<file path="src/rtl/playseq_pkg.sv">
// Shared definitions for the button conditioning block: FSM state encodings,
// the default debounce length and a small popcount helper.
package playseq_pkg;

    localparam int DEBOUNCE_CICLOS_PADRAO = 20;

    typedef enum logic [1:0] {
        ESPERA   = 2'b00,
        ATIVO    = 2'b01,
        INVALIDO = 2'b10
    } estado_t;

    function automatic logic [2:0] popcount4(input logic [3:0] v);
        popcount4 = {2'b00, v[0]} + {2'b00, v[1]} + {2'b00, v[2]} + {2'b00, v[3]};
    endfunction

endpackage

</file>
<file path="src/rtl/debounce_bit.sv">
// One button bit: two-flop synchronizer followed by a stable-level debouncer
// that only flips after DEBOUNCE_CICLOS consecutive differing samples.
module debounce_bit
    import playseq_pkg::*;
#(
    parameter int DEBOUNCE_CICLOS = DEBOUNCE_CICLOS_PADRAO
) (
    input  logic clock,
    input  logic reset_n,
    input  logic raw,
    output logic estavel
);

    localparam int CW = $clog2(DEBOUNCE_CICLOS) + 1;
    localparam logic [CW-1:0] CNT_MAX = CW'(DEBOUNCE_CICLOS - 1);

    logic          sync1_q, sync1_d;
    logic          sync2_q, sync2_d;
    logic          estavel_q, estavel_d;
    logic [CW-1:0] cnt_q, cnt_d;

    always_ff @(posedge clock or negedge reset_n) begin
        if (!reset_n) begin
            sync1_q   <= 1'b0;
            sync2_q   <= 1'b0;
            estavel_q <= 1'b0;
            cnt_q     <= '0;
        end else begin
            sync1_q   <= sync1_d;
            sync2_q   <= sync2_d;
            estavel_q <= estavel_d;
            cnt_q     <= cnt_d;
        end
    end

    // Any sample equal to the stable level restarts the count, so glitches vanish.
    always_comb begin
        sync1_d   = raw;
        sync2_d   = sync1_q;
        estavel_d = estavel_q;
        cnt_d     = '0;
        if (sync2_q != estavel_q) begin
            if (cnt_q == CNT_MAX) begin
                estavel_d = ~estavel_q;
            end else begin
                cnt_d = cnt_q + CW'(1);
            end
        end
    end

    assign estavel = estavel_q;

endmodule

</file>
<file path="src/rtl/playseq_condiciona_botoes.sv">
// Conditions four raw push buttons into debounced levels and classifies them
// with a Moore FSM, emitting a one-cycle pulse per valid single-button press.
module playseq_condiciona_botoes
    import playseq_pkg::*;
#(
    parameter int DEBOUNCE_CICLOS = DEBOUNCE_CICLOS_PADRAO
) (
    input  logic       clock,
    input  logic       reset_n,
    input  logic [3:0] botoes_raw,
    output logic [3:0] botoes,
    output logic       tem_jogada,
    output logic [3:0] jogada,
    output logic       multipla,
    output logic [1:0] db_estado
);

    logic [3:0] estavel;
    logic [2:0] n_press;
    estado_t    estado_q, estado_d;
    logic       tem_jogada_q, tem_jogada_d;
    logic [3:0] jogada_q, jogada_d;

    for (genvar i = 0; i < 4; i++) begin : g_bit
        debounce_bit #(
            .DEBOUNCE_CICLOS(DEBOUNCE_CICLOS)
        ) u_debounce (
            .clock   (clock),
            .reset_n (reset_n),
            .raw     (botoes_raw[i]),
            .estavel (estavel[i])
        );
    end

    assign n_press = popcount4(estavel);

    always_ff @(posedge clock or negedge reset_n) begin
        if (!reset_n) begin
            estado_q     <= ESPERA;
            tem_jogada_q <= 1'b0;
            jogada_q     <= 4'b0000;
        end else begin
            estado_q     <= estado_d;
            tem_jogada_q <= tem_jogada_d;
            jogada_q     <= jogada_d;
        end
    end

    always_comb begin
        estado_d = estado_q;
        case (estado_q)
            ESPERA: begin
                if (n_press == 3'd1) begin
                    estado_d = ATIVO;
                end else if (n_press >= 3'd2) begin
                    estado_d = INVALIDO;
                end
            end
            ATIVO: begin
                if (n_press >= 3'd2) begin
                    estado_d = INVALIDO;
                end else if (n_press == 3'd0) begin
                    estado_d = ESPERA;
                end
            end
            INVALIDO: begin
                // Leaving only on full release keeps a partial release from counting as a press.
                if (n_press == 3'd0) begin
                    estado_d = ESPERA;
                end
            end
            default: estado_d = ESPERA;
        endcase
        tem_jogada_d = (estado_q == ESPERA) && (estado_d == ATIVO);
        jogada_d     = tem_jogada_d ? estavel : jogada_q;
    end

    assign botoes     = estavel;
    assign tem_jogada = tem_jogada_q;
    assign jogada     = jogada_q;
    assign multipla   = (estado_q == INVALIDO);
    assign db_estado  = estado_q;

endmodule
</file>
<file path="config.mk">
export PLATFORM = sky130hd
export DESIGN_NAME = playseq_condiciona_botoes
export DESIGN_NICKNAME = d
export VERILOG_FILES = /design/src/rtl/playseq_pkg.sv /design/src/rtl/debounce_bit.sv /design/src/rtl/playseq_condiciona_botoes.sv
export SDC_FILE = /design/constraint.sdc
export NUM_CORES = 1
export LEC_CHECK = 0
export CORE_UTILIZATION = 45
export CTS_CLUSTER_SIZE = 10
export DETAILED_ROUTE_END_ITERATION = 8
export GPL_ROUTABILITY_DRIVEN = 0
export GPL_TIMING_DRIVEN = 0
export PLACE_DENSITY = 0.66
export SLEW_MARGIN = 20
export SYNTH_ARGS = -nofsm -noshare
export SYNTH_HDL_FRONTEND = slang
export SYNTH_SLANG_ARGS = --single-unit
</file>
<file path="constraint.sdc">
create_clock -name clock -period 3.3 [get_ports clock]
set_clock_uncertainty 0.05 [all_clocks]
set_input_delay 0.33 -clock clock [delete_from_list [all_inputs] [get_ports clock]]
set_output_delay 0.33 -clock clock [all_outputs]
set_load 0.01 [all_outputs]
</file>
==> results of run 1 <==
[layout make-up]
cell class	count	area (µm²)
buffer	4	30.03
clock buffer	6	82.58
clock inverter	2	35.03
fill	325	1745
inverter	7	26.28
multi-input combinational	102	739.5
sequential	43	1076
tap	50	62.56
timing repair buffer	19	202.7
[worst register-to-register path, cell delays in order (launching register included)]
cell     delay [ns]
dfrtp_1        0.41
inv_1          0.08
fa_1           0.54
inv_1          0.04
ha_1           0.20
inv_1          0.06
ha_1           0.26
nor4_4         0.46
mux2_2         0.38
[final timing paths]
kind,slack (ns),cells after the start,end,from
worst min register to register,0.30,0,g_bit[3].u_debounce.sync2_q,g_bit[3].u_debounce.sync1_q
max in group asynchronous,2.24,3,g_bit[3].u_debounce.cnt_q[3],reset_n
worst max-delay path,0.69,8,jogada[3],g_bit[0].u_debounce.estavel
worst max register to register,0.69,8,jogada[3],g_bit[0].u_debounce.estavel
worst min-delay path,0.30,0,g_bit[3].u_debounce.sync2_q,g_bit[3].u_debounce.sync1_q
min in group asynchronous,0.48,2,g_bit[1].u_debounce.cnt_q[4],reset_n
[what timing repair did]
item                                    in CTS  in global routing
hold buffers                                 1                  0
hold endpoints to repair                    19                  0
endpoints found under the setup margin       0                  0
[flip-flops by register name (all words and copies together), names as in the netlist]
register and flops:
tem_jogada 1, g_bit.u_debounce.cnt_q 24, g_bit.u_debounce.sync2_q 4, g_bit.u_debounce.sync1_q 4, g_bit.u_debounce.estavel 4, db_estado 2
jogada 4
[synth_stat cells]
library cell and n:
dfrtp_1 43, nor2_1 16, xor2_1 12, mux2_2 8, nand3_1 8, ha_1 7
inv_1 7, nand2b_1 7, o21ai_0 6, nand2_1 5, a21oi_1 4, and2_1 4
buf_4 4, or3_1 4, a21boi_0 2, nor3_1 2, o31ai_1 2, xnor2_1 2
a21boi_1 1, a221oi_1 1, fa_1 1, nand2b_4 1, nand4bb_1 1, nor2b_1 1
nor4_1 1, nor4_4 1, o211ai_1 1, o311ai_0 1, o41ai_1 1, or3_2 1
or3b_1 1
[layer usage]
layer	part of all wire, %	global-route usage (%)	vias to the layer above
met3	3.4	5.137	6
li1	-	-	576
met5	0	0	-
met4	1.6	6.649	0
met2	52	28.32	20
met1	43	17.55	601
[where the power goes]
part	switching [mW]	internal, mW	total, mW
Sequential	0.0114	0.543	0.555
Combinational	0.0246	0.0211	0.0457
Clock	0.163	0.245	0.408
Total	0.199	0.809	1.01
[logic make-up (layout without fill, tap and decap cells)]
family	Yosys count	in the layout	share of synthesized area, %
AO/OA/AOI/OAI	19	19	6.484
XOR/XNOR	14	14	6.551
adder cells (fa/ha/maj)	8	8	5.748
buffers and inverters	11	38	3.008
flip-flops	43	43	57.49
multiplexers	8	8	4.813
AND/OR/NAND/NOR	53	53	15.91
==> results_dict.tcl, run 1 <==
set metrics [dict create \
    layout_min_cycle_time_ns 2.607 \
    synth_seq_cells 43 \
    firstDrtPassIters 4 \
    drtIter0Drc 49 \
    slowest_stage "fa_1" \
    ys_top_cells_by_area "dfrtp_1, xor2_1, mux2_2" \
    synth.yosys.warnings 0 \
    power.total_mw 1.008 \
    antenna_found_initial 0 \
    area_growth_pct 20.45 \
    post_cts_buffers 0 \
    crit_family "adder cells" \
    grt_pass1_vias 1253 \
    cts_made_buffers 5 \
    p_leak_nw 1.022 \
    tightestPinTransition_ns 0.7109 \
    max_stage_delay_ns 0.54 \
    dieArea_mm2 0.004422 \
    htree_levels 2 \
    dp_slack_ns 0.6724 \
    syn_avg_cell_area_um2 12.00 \
    fin_crit_sh_pct 79.00 \
    irDropWorstVdd_uv 473.2 \
    stdcell_count 233 \
    cts_resized 0 \
    holdWs_ns 0.3010 \
    dp_cells 224 \
    wl_mm 2.922 \
    overflow 0 \
    worstPathMaxFanout 5 \
    critPathCaptureType "flop" \
    cap_viol_max_count 0 \
    placedInstanceArea_mm2 0.002127 \
    nets 196 \
    die_h_um 66.50 \
    track_usage_pct 16.01 \
    start_kind "flop" \
    cts.sinks 43 \
    final_cell_area_mm2 0.002255 \
    hold_viol 0 \
    detail_route.vias_per_cell 5.163 \
    synth_cells 156 \
    rows 23 \
    setup_slack_ns 0.6929 \
    final_cell_mix "dfrtp_1, nor2_1, clkdlybuf4s50_1, xor2_1" \
    port_buffers 17 \
    critical_path_class "reg -> reg" \
    cpMostUsedCell "inv_1" \
    post_drt_wl_per_cell_um 12.54 \
    rsz0062_at_grt "no" \
    clock_latency_ns 0.28 \
    dp_hpwl_mm 2.180 \
    final_core_util_pct 56.37 \
    status "finished clean" \
    drt.antenna.violating_nets 0 \
    setup_viol_count_final 0 \
    die_w_um 66.50 \
    grt_pass1_wl_mm 5.202 \
    cts-root-buf "clkbuf_8" \
    vias 1203 \
    synth_area_mm2 0.001872 \
    required_ns 3.42 \
    maxSlewViolCount 0 \
    ys_seq_area_share_pct 57.49 \
    cts_tree "built" \
    ioPinCount 18 \
    diodes 0 \
    synth_top_area_share_pct 57.49 \
    relSlewSlack_pct 51.99 \
    worstPathArrival_ns 2.73 \
    cp_cell_sequence "inv_1 -> fa_1 -> inv_1 -> ha_1 -> inv_1 -> ha_1 -> nor4_4 -> mux2_2" \
    finalSetupTns_ns 0 \
    fmaxAchievable_ghz 0.3836 \
    hold_path_class "reg -> reg" \
    synth.distinct_cells 31 \
    grt_max_degree 25 \
    synth_top_cell_by_area "dfrtp_1" \
    powerDensity_mw_per_mm2 447.2 \
    drive_above_1_share_pct 13.66 \
    start_util_pct 46.79 \
    core_mm2 0.004000 \
    synth_nets 170 \
    clockBufferDepth 2 \
    final_common_cell "dfrtp_1" \
    cts.clk_slew.worst_paths_ns 0.08 \
    drcViolationCount 0 \
    critical_path.n_buffers_inverters 3 \
]
No activity file was read; power rests on OpenSTA's default activity.
==> run 2: changes to the inputs <==
==> constraint.sdc (replaced) <==
create_clock -name clock -period 2.45 [get_ports clock]
set_clock_uncertainty 0.05 [all_clocks]
set_input_delay 0.245 -clock clock [delete_from_list [all_inputs] [get_ports clock]]
set_output_delay 0.245 -clock clock [all_outputs]
set_load 0.01 [all_outputs]
==> run 2 against run 1 <==
Effect of this change: non-clock buffer count is 4 higher; total power is 35% higher; clock-buffer cell count stayed put; critical endpoint is now jogada[2].
==> results_dict.tcl, run 2 (synthesis results as in run 1) <==
set metrics [dict create \
    status "finished clean" \
    relSlewSlack_pct 50.25 \
    final_cell_area_mm2 0.002313 \
    firstDrtPassIters 4 \
    holdWs_ns 0.3010 \
    final_cell_mix "dfrtp_1, nor2_1, clkdlybuf4s50_1, xor2_1" \
    power_frac_comb_pct 4.5 \
    nets 200 \
    antenna_found_initial 0 \
    irDropWorstVdd_uv 672.9 \
    overflow 0 \
    htree_levels 2 \
    nFillCells 314 \
    worstPathArrival_ns 2.44 \
    dieArea_mm2 0.004422 \
    core_mm2 0.004000 \
    dp_slack_ns -0.1776 \
    detail_route.vias_per_cell 5.110 \
    die_w_um 66.50 \
    grt_pass1_vias 1271 \
    start_util_pct 46.79 \
    drtIter0Drc 59 \
    placedInstanceArea_mm2 0.002127 \
    clockPowerShare_pct 40.5 \
    crit_family "adder cells" \
    ioPinCount 18 \
    rows 23 \
    grt_pass1_wl_mm 5.306 \
    worstPathMaxFanout 5 \
    critPathCaptureType "flop" \
    critical_path.n_buffers_inverters 3 \
    cpMostUsedCell "inv_1" \
    setup_viol_count_final 0 \
    p_sw_uw 269.6 \
    final_common_cell "dfrtp_1" \
    clockBufferDepth 2 \
    cts_tree "built" \
    port_buffers 17 \
    track_usage_pct 16.30 \
    post_drt_wl_per_cell_um 12.62 \
    setup_slack_ns 0.1356 \
    cp-startpoint "g_bit[3].u_debounce.estavel" \
    die_h_um 66.50 \
    largest_reg_flops 24 \
    layout_min_cycle_time_ns 2.314 \
    cts_made_buffers 5 \
    fin_crit_sh_pct 94.46 \
    critical_path_class "reg -> reg" \
    cp_cell_sequence "inv_1 -> fa_1 -> inv_1 -> ha_4 -> nand2b_4 -> nor4_4 -> buf_4 -> mux2_2" \
    p_leak_nw 1.036 \
    wl_mm 2.990 \
    clock_latency_ns 0.28 \
    vias 1211 \
    start_kind "flop" \
    p_int_mw 1.090 \
    rr_startpoint "g_bit[3].u_debounce.estavel" \
    required_ns 2.57 \
    diodes 0 \
    rsz0062_at_grt "no" \
    tightestPinTransition_ns 0.7365 \
    power.total_mw 1.359 \
    cap_viol_max_count 0 \
    max_stage_delay_ns 0.48 \
    fmaxAchievable_ghz 0.4321 \
    swShare_pct 19.83 \
    rrSetupSlack_ns 0.14 \
    drt.antenna.violating_nets 0 \
    pwr-share-seq_pct 55.0 \
    hold_viol 0 \
    cts.clk_slew.worst_paths_ns 0.08 \
    hold_start "g_bit[3].u_debounce.sync1_q" \
    powerDensity_mw_per_mm2 587.5 \
    dp_hpwl_mm 2.180 \
    cts-root-buf "clkbuf_8" \
    top_register "g_bit.u_debounce.cnt_q" \
    cts.sinks 43 \
    final_core_util_pct 57.84 \
    drive_above_1_share_pct 17.65 \
    drcViolationCount 0 \
    slowest_stage "fa_1" \
    hold_path_class "reg -> reg" \
    maxSlewViolCount 0 \
    area_growth_pct 23.60 \
    grt_max_degree 25 \
]
run 2: per-layer routing:
layer / part of all wire (%) / GRT usage (%) / up-vias
met2: 52 / 28.57 / 18
met1: 43 / 18.22 / 602
met5: 0 / 0 / -
met4: 1.5 / 6.649 / 0
li1: - / - / 585
met3: 3.1 / 5.137 / 6
run 2: path summary, 6_finish.rpt:
check | endpoint | cells past startpoint
setup / recovery | jogada[2] | 8
hold / removal | g_bit[3].u_debounce.sync2_q | 0
setup reg to reg | jogada[2] | 8
hold reg to reg | g_bit[3].u_debounce.sync2_q | 0
max in group asynchronous | g_bit[3].u_debounce.estavel | 3
min in group asynchronous | g_bit[1].u_debounce.cnt_q[4] | 2
run 2: worst register-to-register path: stages (launching register included):
cell	delay, ns
dfrtp_2	0.41
inv_1	0.06
fa_1	0.48
inv_1	0.06
ha_4	0.29
nand2b_4	0.07
nor4_4	0.29
buf_4	0.17
mux2_2	0.32
run 2: through the flow:
step                setup TNS, ns  instances
floorplan                       0        156
detailed placement        -0.6912        224
global route                    0        237
finish                          0        237
CTS                             0        236
global placement          -0.5263        223
run 2: final cells by class:
type / count / area (µm²) / area share, %
clock inverters: 2 / 35.03 / 1.514
flip-flops and latches: 43 / 1077 / 46.57
repair buffers: 23 / 232.7 / 10.06
clock buffers: 6 / 82.58 / 3.569
plain buffers: 4 / 30.03 / 1.298
well taps: 50 / 62.56 / 2.704
inverters: 7 / 26.28 / 1.136
multi-input cells: 102 / 767.0 / 33.15
run 2: repair_timing:
| item | 4_1_cts | 5_1_grt |
|---|---|---|
| buffers inserted | 3 | 1 |
| gates resized for setup | 1 | 4 |
| setup endpoints to repair | 4 | 6 |
| pin swaps | 1 | 0 |
| hold endpoints to repair | 19 | 0 |
| hold buffers | 1 | 0 |
run 2: power groups by stage:
| stage | logic, mW | registers [mW] | clock network, mW |
|---|---|---|---|
| 5_1_grt | 0.0716 | 0.750 | 0.595 |
| 6_report | 0.0615 | 0.747 | 0.551 |
| 2_1_floorplan | 0.0287 | 0.758 | 0 |
| 3_5_place_dp | 0.0614 | 0.761 | 0 |
| 3_3_place_gp | 0.0550 | 0.760 | 0 |
| 4_1_cts | 0.0634 | 0.747 | 0.569 |
==> run 3: changes to the inputs <==
--- a/config.mk
+++ b/config.mk
@@ -5,6 +5,7 @@
 export SDC_FILE = /design/constraint.sdc
 export NUM_CORES = 1
 export LEC_CHECK = 0
+export CORE_MARGIN = 2
 export CORE_UTILIZATION = 45
 export CTS_CLUSTER_SIZE = 10
 export DETAILED_ROUTE_END_ITERATION = 8
==> run 3 against run 2 <==
Effect of this change: final area decreased by 1.7%; critical path depth increased by 1; sequential power about the same; clock-buffer cell count unchanged; total power decreased by 9.4%; flip-flop and latch count unchanged; critical endpoint is now jogada[3]; non-clock buffer count increased by 2; combinational power decreased by 2%.
==> results_dict.tcl, run 3 (synthesis results as in run 1) <==
set metrics [dict create \
    status "finished clean" \
    cts_tree "built" \
    grt_pass1_vias 1225 \
    antenna_found_initial 0 \
    dieArea_mm2 0.004692 \
    cts_made_buffers 5 \
    required_ns 2.57 \
    finalSetupTns_ns 0 \
    clock_latency_ns 0.29 \
    whs_path_depth 0 \
    clockBufferDepth 2 \
    maxSlewViolCount 0 \
    firstDrtPassIters 4 \
    worstPathMaxFanout 5 \
    r2r-end "jogada[3]" \
    critical_path_class "reg -> reg" \
    rsz0062_at_grt "no" \
    largest_reg_flops 24 \
    power.total_mw 1.232 \
    cts-root-buf "clkbuf_8" \
    worstPathArrival_ns 2.45 \
    vias 1206 \
    area_growth_pct 21.52 \
    relSlewSlack_pct 53.48 \
    p_leak_nw 1.024 \
    drcViolationCount 0 \
    hold_viol 0 \
    powerDensity_mw_per_mm2 541.5 \
    track_usage_pct 15.84 \
    dp_hpwl_mm 2.207 \
    final_cell_mix "dfrtp_1, nor2_1, clkdlybuf4s50_1, xor2_1, buf_4" \
    tightestPinTransition_ns 0.6887 \
    rrSetupSlack_ns 0.13 \
    layout_min_cycle_time_ns 2.322 \
    top_register "g_bit.u_debounce.cnt_q" \
    detail_route.vias_per_cell 5.046 \
    fin_crit_sh_pct 94.79 \
    cts.sinks 43 \
    nets 202 \
    hold_end "g_bit[2].u_debounce.sync2_q" \
    drtIter0Drc 46 \
    die_h_um 68.50 \
    setup_viol_count_final 0 \
    rows 23 \
    diodes 0 \
    grt_pass1_wl_mm 5.333 \
    fmaxAchievable_ghz 0.4306 \
    irDropWorstVdd_uv 443.8 \
    r2r_cells 9 \
    ioPinCount 18 \
    htree_levels 2 \
    post_drt_wl_per_cell_um 12.68 \
    grt_max_degree 33 \
    drive_above_1_share_pct 16.93 \
    wl_mm 3.031 \
    hold_start "g_bit[2].u_debounce.sync1_q" \
    critPathCaptureType "flop" \
    cap_viol_max_count 0 \
    start_kind "flop" \
    port_buffers 17 \
    die_w_um 68.50 \
    core_mm2 0.004000 \
    start_util_pct 46.79 \
    cts.clk_slew.worst_paths_ns 0.08 \
    drt.antenna.violating_nets 0 \
    overflow 0 \
    final_common_cell "dfrtp_1" \
    hold_path_class "reg -> reg" \
    rr_startpoint "g_bit[3].u_debounce.estavel" \
]
-- run 3: cell count changes in the layout (fill, tap and decap cells not counted), sizes merged --
cell / previous run / this run
buf: 10 / 12
bufinv: 1 / 0
clkinvlp: 0 / 1
-- run 3: critical path, stage by stage, from the launching register on --
cell,delay [ns]
dfrtp_1,0.42
inv_1,0.08
fa_1,0.40
inv_1,0.10
ha_4,0.14
inv_1,0.04
ha_1,0.32
nor4_4,0.17
buf_4,0.17
mux2_2,0.32
-- run 3: worst max path at each step --
stage | startpoint | end | slack, ns | cells after the start
6_report | g_bit[3].u_debounce.estavel | jogada[3] | 0.13 | 9
5_1_grt | g_bit[3].u_debounce.estavel | jogada[3] | 0.03 | 9
4_1_cts | g_bit[3].u_debounce.estavel | jogada[3] | 0.02 | 8
3_5_place_dp | g_bit[0].u_debounce.estavel | jogada[3] | -0.17 | 8
3_3_place_gp | g_bit[0].u_debounce.estavel | jogada[1] | -0.13 | 8
2_1_floorplan | g_bit[0].u_debounce.estavel | jogada[0] | 0.04 | 8
-- run 3: what timing repair did --
action	in CTS	in global routing
hold buffers	1	0
hold endpoints to repair	11	0
gates resized for setup	0	3
endpoints found under the setup margin	4	5
buffers inserted	4	2
pin swaps	1	0
-- run 3: stage by stage --
stage	hold WS [ns]	area (µm²)	cells	utilization [%]	setup slack (ns)
after detailed placement	0.09644	2120	224	52.99	-0.1674
final	0.3093	2275	239	56.87	0.1276
after global routing	0.3174	2275	239	56.87	0.02580
after global placement	0.2842	2105	223	52.61	-0.1280
after floorplan	-0.1006	1872	156	-	0.04465
after CTS	0.3040	2245	237	56.12	0.02417
-- run 3: layout make-up --
class / instances / area, µm²
buffer: 4 / 30.03
clock inverter: 2 / 12.51
sequential: 43 / 1076
fill: 336 / 1725
timing repair buffer: 25 / 240.2
inverter: 7 / 26.28
tap: 50 / 62.56
clock buffer: 6 / 72.57
multi-input combinational: 102 / 754.5
-- run 3: routing by layer --
layer	routed length, µm	GRT usage, %	share of wire [%]
met1	1316	18.81	43
met4	46	6.500	1.5
met5	0	0	0
met2	1541	25.84	51
met3	127	6.006	4.2
-- run 3: power breakdown --
part           switching [mW]  internal, mW  total, mW
Sequential             0.0154         0.732      0.747
Clock                   0.226         0.199      0.425
Combinational          0.0326        0.0275     0.0601
Total                   0.274         0.958       1.23
